File: src/rtl/fetch_stage_pkg.sv
// Core-wide pipeline definitions shared by the fetch stage and its IF/ID register.
package fetch_stage_pkg;

  // Fetch FSM: IDLE issues a request, WAIT holds one outstanding request,
  // BUF parks a returned word while decode is stalled or flushed,
  // DROP swallows a response that belongs to a stale fetch.
  typedef enum logic [1:0] {
    FETCH_IDLE = 2'd0,
    FETCH_WAIT = 2'd1,
    FETCH_BUF  = 2'd2,
    FETCH_DROP = 2'd3
  } fetch_state_e;

  // PC source select coming from the EX stage; 2'b11 is reserved and behaves as sequential.
  localparam logic [1:0] PCSRC_SEQ  = 2'b00;
  localparam logic [1:0] PCSRC_BR   = 2'b01;
  localparam logic [1:0] PCSRC_JALR = 2'b10;

  // Bubble encoding: addi x0, x0, 0.
  localparam logic [31:0] NOP_INSTR = 32'h0000_0013;

endpackage

File: src/rtl/fetch_stage_if_id_reg.sv
// IF/ID pipeline register: flush beats stall, stall beats load, otherwise a bubble.
module if_id_reg #(
  parameter int          XLEN         = 32,
  parameter logic [31:0] BUBBLE_INSTR = 32'h0000_0013
) (
  input  logic            clk,
  input  logic            rst,
  input  logic            flush,
  input  logic            stall,
  input  logic            load,
  input  logic [31:0]     instr_in,
  input  logic [XLEN-1:0] pc_in,
  input  logic [XLEN-1:0] pc_plus4_in,
  output logic [31:0]     instr_out,
  output logic [XLEN-1:0] pc_out,
  output logic [XLEN-1:0] pc_plus4_out,
  output logic            valid_out
);

  logic [31:0]     instr_q, instr_d;
  logic [XLEN-1:0] pc_q, pc_d;
  logic [XLEN-1:0] pc_plus4_q, pc_plus4_d;
  logic            valid_q, valid_d;

  // Next-state selection following flush > stall > load > bubble.
  always_comb begin
    instr_d    = BUBBLE_INSTR;
    pc_d       = '0;
    pc_plus4_d = '0;
    valid_d    = 1'b0;
    if (flush) begin
      instr_d    = BUBBLE_INSTR;
      pc_d       = '0;
      pc_plus4_d = '0;
      valid_d    = 1'b0;
    end else if (stall) begin
      instr_d    = instr_q;
      pc_d       = pc_q;
      pc_plus4_d = pc_plus4_q;
      valid_d    = valid_q;
    end else if (load) begin
      instr_d    = instr_in;
      pc_d       = pc_in;
      pc_plus4_d = pc_plus4_in;
      valid_d    = 1'b1;
    end
  end

  // Register update with synchronous active-low reset to a bubble.
  always_ff @(posedge clk) begin
    if (!rst) begin
      instr_q    <= BUBBLE_INSTR;
      pc_q       <= '0;
      pc_plus4_q <= '0;
      valid_q    <= 1'b0;
    end else begin
      instr_q    <= instr_d;
      pc_q       <= pc_d;
      pc_plus4_q <= pc_plus4_d;
      valid_q    <= valid_d;
    end
  end

  assign instr_out    = instr_q;
  assign pc_out       = pc_q;
  assign pc_plus4_out = pc_plus4_q;
  assign valid_out    = valid_q;

endmodule

File: src/rtl/fetch_stage.sv
// Instruction fetch: owns PCF, a single-outstanding imem handshake, and the IF/ID register.
module fetch_stage
  import fetch_stage_pkg::*;
#(
  parameter int              XLEN      = 32,
  parameter logic [XLEN-1:0] RESET_PC  = '0,
  parameter logic [31:0]     NOP_INSTR = fetch_stage_pkg::NOP_INSTR
) (
  input  logic            clk,
  input  logic            rst,
  input  logic            StallF,
  input  logic            StallD,
  input  logic            FlushD,
  input  logic [1:0]      PCSrcE,
  input  logic [XLEN-1:0] PCTargetE,
  input  logic [XLEN-1:0] ALUResultE,
  output logic            ImemReq,
  output logic [XLEN-1:0] ImemAddr,
  input  logic            ImemValid,
  input  logic [31:0]     ImemRdata,
  output logic [31:0]     InstrD,
  output logic [XLEN-1:0] PCD,
  output logic [XLEN-1:0] PCPlus4D,
  output logic            ValidD,
  output logic [XLEN-1:0] PCF
);

  fetch_state_e    state_q, state_d;
  logic [XLEN-1:0] pc_q, pc_d;
  logic [31:0]     buf_instr_q, buf_instr_d;
  logic [XLEN-1:0] pc_plus4;
  logic [XLEN-1:0] redir_target;
  logic            redir;
  logic            imem_req;
  logic            deliver;
  logic [31:0]     deliver_instr;
  logic            outstanding;

  assign pc_plus4    = pc_q + XLEN'(4);
  assign outstanding = (state_q == FETCH_WAIT) || (state_q == FETCH_DROP);

  // Decode the EX-stage redirect; jalr targets always have bit 0 cleared.
  always_comb begin
    redir        = 1'b0;
    redir_target = PCTargetE;
    case (PCSrcE)
      PCSRC_BR: begin
        redir        = 1'b1;
        redir_target = PCTargetE;
      end
      PCSRC_JALR: begin
        redir        = 1'b1;
        redir_target = {ALUResultE[XLEN-1:1], 1'b0};
      end
      PCSRC_SEQ: redir = 1'b0;
      default:   redir = 1'b0;
    endcase
  end

  // Fetch FSM next state, PC update and delivery decision; PCF only moves on redirect or delivery.
  always_comb begin
    state_d       = state_q;
    pc_d          = pc_q;
    buf_instr_d   = buf_instr_q;
    imem_req      = 1'b0;
    deliver       = 1'b0;
    deliver_instr = NOP_INSTR;
    case (state_q)
      FETCH_IDLE: begin
        if (redir) begin
          pc_d = redir_target;
        end else if (!StallF) begin
          imem_req = 1'b1;
          state_d  = FETCH_WAIT;
        end
      end
      FETCH_WAIT: begin
        if (redir) begin
          pc_d    = redir_target;
          state_d = ImemValid ? FETCH_IDLE : FETCH_DROP;
        end else if (ImemValid) begin
          if (!StallD && !FlushD) begin
            deliver       = 1'b1;
            deliver_instr = ImemRdata;
            pc_d          = pc_plus4;
            state_d       = FETCH_IDLE;
          end else begin
            buf_instr_d = ImemRdata;
            state_d     = FETCH_BUF;
          end
        end
      end
      FETCH_BUF: begin
        if (redir) begin
          buf_instr_d = NOP_INSTR;
          pc_d        = redir_target;
          state_d     = FETCH_IDLE;
        end else if (!StallD && !FlushD) begin
          deliver       = 1'b1;
          deliver_instr = buf_instr_q;
          pc_d          = pc_plus4;
          state_d       = FETCH_IDLE;
        end
      end
      FETCH_DROP: begin
        if (redir) begin
          pc_d = redir_target;
        end
        if (ImemValid) begin
          state_d = FETCH_IDLE;
        end
      end
      default: state_d = FETCH_IDLE;
    endcase
  end

  // State registers; a request still in flight at reset sends the FSM to DROP so its late response is discarded.
  always_ff @(posedge clk) begin
    if (!rst) begin
      pc_q        <= RESET_PC;
      buf_instr_q <= NOP_INSTR;
      if (outstanding && !ImemValid) begin
        state_q <= FETCH_DROP;
      end else begin
        state_q <= FETCH_IDLE;
      end
    end else begin
      pc_q        <= pc_d;
      buf_instr_q <= buf_instr_d;
      state_q     <= state_d;
    end
  end

  assign ImemReq  = imem_req & rst;
  assign ImemAddr = pc_q;
  assign PCF      = pc_q;

  if_id_reg #(
    .XLEN        (XLEN),
    .BUBBLE_INSTR(NOP_INSTR)
  ) u_if_id_reg (
    .clk         (clk),
    .rst         (rst),
    .flush       (FlushD),
    .stall       (StallD),
    .load        (deliver),
    .instr_in    (deliver_instr),
    .pc_in       (pc_q),
    .pc_plus4_in (pc_plus4),
    .instr_out   (InstrD),
    .pc_out      (PCD),
    .pc_plus4_out(PCPlus4D),
    .valid_out   (ValidD)
  );

endmodule

File: config.mk
export PLATFORM = sky130hd
export DESIGN_NAME = fetch_stage
export DESIGN_NICKNAME = d
export VERILOG_FILES = /design/src/rtl/fetch_stage_pkg.sv /design/src/rtl/fetch_stage_if_id_reg.sv /design/src/rtl/fetch_stage.sv
export SDC_FILE = /design/constraint.sdc
export NUM_CORES = 1
export LEC_CHECK = 0
export BUFFER_PORTS_ARGS = -buffer_cell sky130_fd_sc_hd__buf_2
export CORE_MARGIN = 3
export CORE_UTILIZATION = 27
export CTS_BUF_LIST = sky130_fd_sc_hd__clkbuf_4
export CTS_CLUSTER_SIZE = 8
export DETAILED_ROUTE_END_ITERATION = 12
export PLACE_DENSITY = 0.5
export SLEW_MARGIN = 0
export SYNTH_ARGS = -nofsm -noshare
export SYNTH_HDL_FRONTEND = slang
export SYNTH_SLANG_ARGS = --single-unit
File: constraint.sdc
create_clock -name clk -period 2.4 [get_ports clk]
set_input_delay 0.24 -clock clk [delete_from_list [all_inputs] [get_ports clk]]
set_output_delay 0.24 -clock clk [all_outputs]
set_load 0.01 [all_outputs]
==> impl_metrics.ini, run 1 <==
[run_status]
status = finished, final reports clean

[global_routing]
grt_max_degree = 59
grt_antenna_before_repair = 2
grt_pass1_vias = 7593
grt_use_total = 0.182
overflow = 0
grt_pass1_wl_microns = 43900

[logic_synthesis]
synthMuxAreaShare = 0.0393
synthSimpleGateAreaFrac = 0.195
synth_xor_area_frac = 0.0355
synth_top_family_by_area = compound AO/OA/AOI/OAI gates
syn_nets = 1033
synth_edf_count = 2
synth_flop_cell = dfxtp_1
yosys_warnings = 0
ys_types = 60
syn_avg_cell_area_sq_um = 8.28
synth_compound_area_frac = 0.217
ys_seq_area_frac = 0.424
synth_seq_cells = 161
ys_async_sr_fraction = 0
synthAdderAreaFrac = 0.00982
synthCells = 923
syn-cell-area_sq_um = 7640

[timing]
finalSetupViolations = 0
rsz0062_at_grt = false
hold_viol = 0
finalCritPeriodShare = 0.900
fmax_mhz = 463
clock_skew_ns = 0.0305
worst_pin_slew_ns = 0.705
slew_violations = 0
period_needed_ns = 2.16
relSlewSlack = 0.530
setup_tns_ns = 0

[critical_path]
cp.arrival_ns = 2.65
max_stage_delay_ns = 0.41
start_kind = flip-flop
critPathKind = flip-flop to flip-flop
cpMostUsedCell = inv_1
required_ns = 2.89
rr_startpoint = state_q[1]
slowest_stage = edfxtp_1
critical_path_peak_fanout = 6
worstReg2RegEnd = ImemAddr[26]
cp-end-kind = flip-flop
r2r_slack_ns = 0.24
worstRegToRegCells = 7
crit_chain = inv_1 > ha_1 > inv_1 > o31ai_2 > nand2_1 > or3_1 > a31oi_1

[hold_path]
min_delay_worst_endpoint = ImemAddr[1]
hp-class = input pin to flip-flop
min_path_cells = 5
worstHoldStart = ALUResultE[1]

[cts]
clockRootBuffer = clkbuf_4
cts_setup_buffers = 0
clock_latency_ns = 0.57
cts_buffers = 17
cts_htree_levels = 4
cts_resized = 0
clk_path_buf_depth = 2
cts_tree = built
clock-sinks = 161
path_clk_slew_ns = 0.14

[routing]
wl_microns = 28100
drtPass1Iterations = 5
drt_iter0_markers = 489
antenna_left = 0
vias = 7705
vias_per_cell = 4.91
drc = 0
avgRoutedWirePerCell_microns = 17.9

[final_layout]
drive_above_1_share = 0.315
filler_cell_count = 2964
syn_to_final_growth_pct = 30.7
final_nets = 1294
design_area_sq_um = 9990

[floorplan]
start_util = 0.279
fp.dieH_microns = 174
core_area_sq_um = 27400
die_x_microns = 174
die-area_sq_um = 30400
io-pin-count = 266
row_count = 60

[power]
ir_drop_v = 0.000284
power.leakage_uw = 0.00413
power_density_nw_per_um2 = 697
p_total_uw = 6960

[placed_design]
place.gp.congestion = 0.824
dpl.hpwl_microns = 19800
portBuffers = 264
placed_area_sq_um = 9350

[job]
drv_cap = 0
==> how the worst max path moves through the flow <==
stage,to,from
6_report,ImemAddr[26],state_q[1]
5_1_grt,ImemAddr[30],ImemAddr[26]
4_1_cts,ImemAddr[26],state_q[1]
3_5_place_dp,ImemAddr[25],state_q[1]
3_3_place_gp,ImemAddr[26],state_q[0]
2_1_floorplan,ImemAddr[26],ImemAddr[2]
==> metrics by stage <==
stage | cells | setup slack, ns | util | hold slack, ns
4_1_cts | 1568 | 0.226 | 0.364 | 0.00942
3_5_place_dp | 1502 | 0.249 | 0.341 | 0.437
2_1_floorplan | 923 | 0.249 | - | 0.384
3_3_place_gp | 1502 | 0.318 | 0.341 | 0.431
6_report | 1570 | 0.240 | 0.365 | 0.0659
5_1_grt | 1570 | 0.0521 | 0.365 | 0.0234
==> Yosys cell counts (all sizes together), types with 3 or more instances <==
master | n | area, sq um
a211oi | 6 | 45.0
nand3 | 18 | 90.1
xnor2 | 20 | 175
and2 | 6 | 38.8
o211ai | 8 | 60.1
o21ai | 51 | 255
ha | 6 | 75.1
nor2 | 156 | 586
a31oi | 4 | 25.0
nor4 | 10 | 75.1
nand2b | 3 | 18.8
nand2 | 71 | 282
nor2b | 7 | 43.8
o21a | 4 | 30.0
nand4 | 11 | 98.8
or3 | 4 | 25.0
or4 | 4 | 37.5
mux2 | 8 | 90.1
inv | 8 | 30.0
clkbuf | 58 | 218
o31ai | 5 | 42.5
a21oi | 60 | 300
buf | 54 | 354
o22ai | 5 | 31.3
xor2 | 11 | 96.3
and3 | 6 | 43.8
dfxtp | 159 | 3180
and4 | 4 | 40.0
mux2i | 21 | 210
nor3 | 15 | 75.1
a22oi | 100 | 751
==> layer usage <==
| metal | vias up | GRT usage | part of all wire |
|---|---|---|---|
| met5 | - | 0 | 0.00025 |
| met4 | 2 | 0.0369 | 0.010 |
| met2 | 273 | 0.311 | 0.47 |
| li1 | 3760 | - | - |
| met1 | 3654 | 0.233 | 0.45 |
| met3 | 16 | 0.0454 | 0.071 |
==> sequential cells by signal (all words and copies together) (netlist names) <==
name	flops
u_if_id_reg.pc_out	30
u_if_id_reg.valid_out	1
ImemAddr	32
state_q	2
buf_instr_q	32
u_if_id_reg.instr_out	32
u_if_id_reg.pc_plus4_out	32
==> worst max-delay path, delay by kind of cell, from the launching register on <==
family	cells	cell delay, ns
flops	1	0.41
fa+ha+maj	1	0.38
buf+inv	2	0.20
simple gates	2	0.66
compound gates	2	0.46
==> layout make-up <==
cell class / count / area (sq um) / area share
multi-input combinational: 642 / 3830 / 0.383
sequential: 161 / 3240 / 0.325
timing repair buffer: 354 / 2140 / 0.214
tap: 372 / 465 / 0.0466
clock inverter: 14 / 156 / 0.0157
clock buffer: 17 / 128 / 0.0128
inverter: 8 / 30.0 / 0.00301
antenna: 2 / 5.00 / 0.000501
==> timing repair <==
item,4_1_cts,5_1_grt
endpoints found under the setup margin,0,0
hold buffers,35,0
hold endpoints to repair,46,0
==> logic make-up (layout without fill, tap and decap cells) <==
group           after synthesis  count (layout)
xor+xnor                     31              31
mux                          29              29
other cells                   0               2
simple gates                320             320
compound gates              256             256
buf+inv                     120             393
fa+ha+maj                     6               6
flops                       161             161
==> report_power, final <==
| group | total [uW] | internal, uW | switching [uW] | leakage [uW] |
|---|---|---|---|---|
| Sequential | 3010 | 2840 | 165 | 0.00131 |
| Combinational | 2220 | 849 | 1370 | 0.00267 |
| Clock | 1740 | 633 | 1110 | 0.000149 |
| Total | 6960 | 4320 | 2640 | 0.00413 |
==> cells in the final DEF (no fill, tap or decap), drive strengths merged, types with 5 or more instances in the layout <==
master         n
o31ai          5
mux2i         21
o211ai         8
clkbuf        17
nor2         156
mux2           8
and2           6
a22oi        100
nand3         18
xnor2         20
and3           6
a211oi         6
nor4          10
o22ai          5
a21oi         60
xor2          11
nor3          15
dlygate4sd3   35
clkinv         5
nand2         71
dfxtp        159
buf          319
nand4         11
ha             6
o21ai         51
nor2b          7
inv           13
Note: power is estimated with default switching activity, not from simulation.
==> run 2: changes to the inputs <==
CORE_UTILIZATION = 52   (was 27)
HOLD_SLACK_MARGIN = 0.02   (was not set)
PLACE_DENSITY = 0.85   (was 0.5)
clock period = 2 ns   (was 2.4 ns; I/O delays follow)
==> run 2 against run 1 <==
Against the previous run: total power grew 25%; first-iteration DRC count grew 62%; wire length shrank 5.3%; sequential share of layout area shrank 0.46 points; final cell count shrank 10%; largest cell class unchanged.
==> impl_metrics.ini, run 2 (synthesized netlist as in run 1, its figures left out) <==
[power]
internal_power_uw = 5510
power_frac_comb = 0.336
power.leakage_uw = 0.00431
power_density_nw_per_um2 = 857
netSwitchingFraction = 0.367
clockPowerShare = 0.253
ir_drop_v = 0.000658
power_switching_uw = 3200
power_frac_seq = 0.411

[timing]
finalSetupViolations = 0
hold_viol = 0
slew_violations = 0
worst_pin_slew_ns = 0.651
whs_ns = 0.0506
worst_slack_ns = 0.0560
clock_skew_ns = 0.0361
relSlewSlack = 0.566
period_needed_ns = 1.94
rsz0062_at_grt = true
fmax_mhz = 514
finalCritPeriodShare = 0.972

[critical_path]
slowest_stage = or4_4
crit_chain = and4_2 > nand4_4 > or4_4 > or3_1 > a31oi_1
start_kind = flip-flop
max_stage_delay_ns = 0.55
worstRegToRegCells = 5
worstReg2RegEnd = ImemAddr[26]
critPathKind = flip-flop to flip-flop
rr_startpoint = ImemAddr[19]
cp-end-kind = flip-flop
required_ns = 2.50
cp.arrival_ns = 2.45
r2r_slack_ns = 0.06
critical_path_peak_fanout = 4

[floorplan]
row_count = 43
die-area_sq_um = 16200
die_x_microns = 127
io-pin-count = 266
fp.dieH_microns = 127
core_area_sq_um = 14100
start_util = 0.540

[routing]
met1_length_microns = 9940
route.met2.wl_microns = 13300
vias_per_cell = 6.00
top_layer_used = met4
drt_iter0_markers = 792
wl_microns = 26700
drtPass1Iterations = 8
drc = 0
vias = 8457
antenna_left = 0
avgRoutedWirePerCell_microns = 18.9
dr_wl_met3_microns = 2420

[hold_path]
min_path_cells = 5
worstHoldStart = PCTargetE[25]
min_delay_worst_endpoint = ImemAddr[25]
hp-class = input pin to flip-flop

[final_layout]
final_nets = 1325
layout_common_cells = 264 x buf_2, 157 x dfxtp_1, 156 x nor2_1, 100 x a22oi_1, 68 x nand2_1
drive_above_1_share = 0.335
filler_cell_count = 1020
final_common_cell = buf_2
syn_to_final_growth_pct = 32.8
final_core_util = 0.717

[global_routing]
grt_pass1_wl_microns = 41000
overflow = 0
grt_antenna_before_repair = 1
grt_use_total = 0.314
grt_max_degree = 53
grt_pass1_vias = 7975

[run_status]
status = finished, final reports clean

[cts]
cts_buffers = 17
clock_latency_ns = 0.59
cts_tree = built
clock-sinks = 161
path_clk_slew_ns = 0.14
cts_htree_levels = 4
clk_path_buf_depth = 2
clockRootBuffer = clkbuf_4

[placed_design]
place_ws_ns = -0.0151
dpl.hpwl_microns = 17200
portBuffers = 264
place.gp.congestion = 0.894

[job]
drv_cap = 0
-- run 2: how the worst max path moves through the flow --
stage	startpoint	end	slack, ns	cells after the start
after floorplan	ImemAddr[2]	ImemAddr[26]	0.03	6
after global placement	state_q[0]	ImemAddr[20]	0.07	8
after detailed placement	state_q[0]	ImemAddr[20]	-0.02	8
after CTS	state_q[0]	ImemAddr[20]	-0.02	8
after global routing	ImemAddr[19]	ImemAddr[31]	-0.02	6
final	ImemAddr[19]	ImemAddr[26]	0.06	5
-- run 2: worst max-delay path, delay by kind of cell (launching register included) --
family	cells	cell delay (ns)
AO/OA/AOI/OAI	1	0.16
flip-flops	1	0.42
AND/OR/NAND/NOR	4	1.30
-- run 2: through the flow --
stage | total power (uW) | instances | TNS, ns | cell area, sq um
final | 8700 | 1410 | 0 | 10200
after CTS | 8530 | 1404 | -0.0508 | 10000
after global placement | 6230 | 1327 | 0 | 9270
after global routing | 9090 | 1409 | -0.0721 | 10100
after detailed placement | 6290 | 1327 | -0.0151 | 9270
after floorplan | 5310 | 923 | 0 | 7660
-- run 2: power by group through the flow --
stage          Sequential [uW]  Clock [uW]  Combinational (uW)
2_1_floorplan             3720           0                1590
3_3_place_gp              3630           0                2600
3_5_place_dp              3640           0                2650
4_1_cts                   3570        2220                2740
5_1_grt                   3600        2350                3140
6_report                  3580        2210                2920
-- run 2: layout make-up --
cell class              count  area, sq um  share of cell area
diodes                      2         5.00            0.000493
clock buffers              17          128              0.0126
clock inverters            15          195              0.0192
inverters                   8         30.0             0.00296
multi-input cells         642         3880               0.383
flip-flops and latches    161         3250               0.320
well taps                 180          225              0.0222
repair buffers            385         2430               0.240
-- run 2: what timing repair did --
action	CTS	global route
resized for setup	0	15
hold buffers	45	1
pin swaps	0	5
setup buffers	0	3
setup endpoints to repair	3	76
endpoints found under the hold margin	72	1
-- run 2: routing by layer --
layer  global-route usage  up-vias
met1                0.367     3987
li1                     -     3837
met4                0.142        0
met3               0.0736       98
met2                0.546      535
met5                    0        -
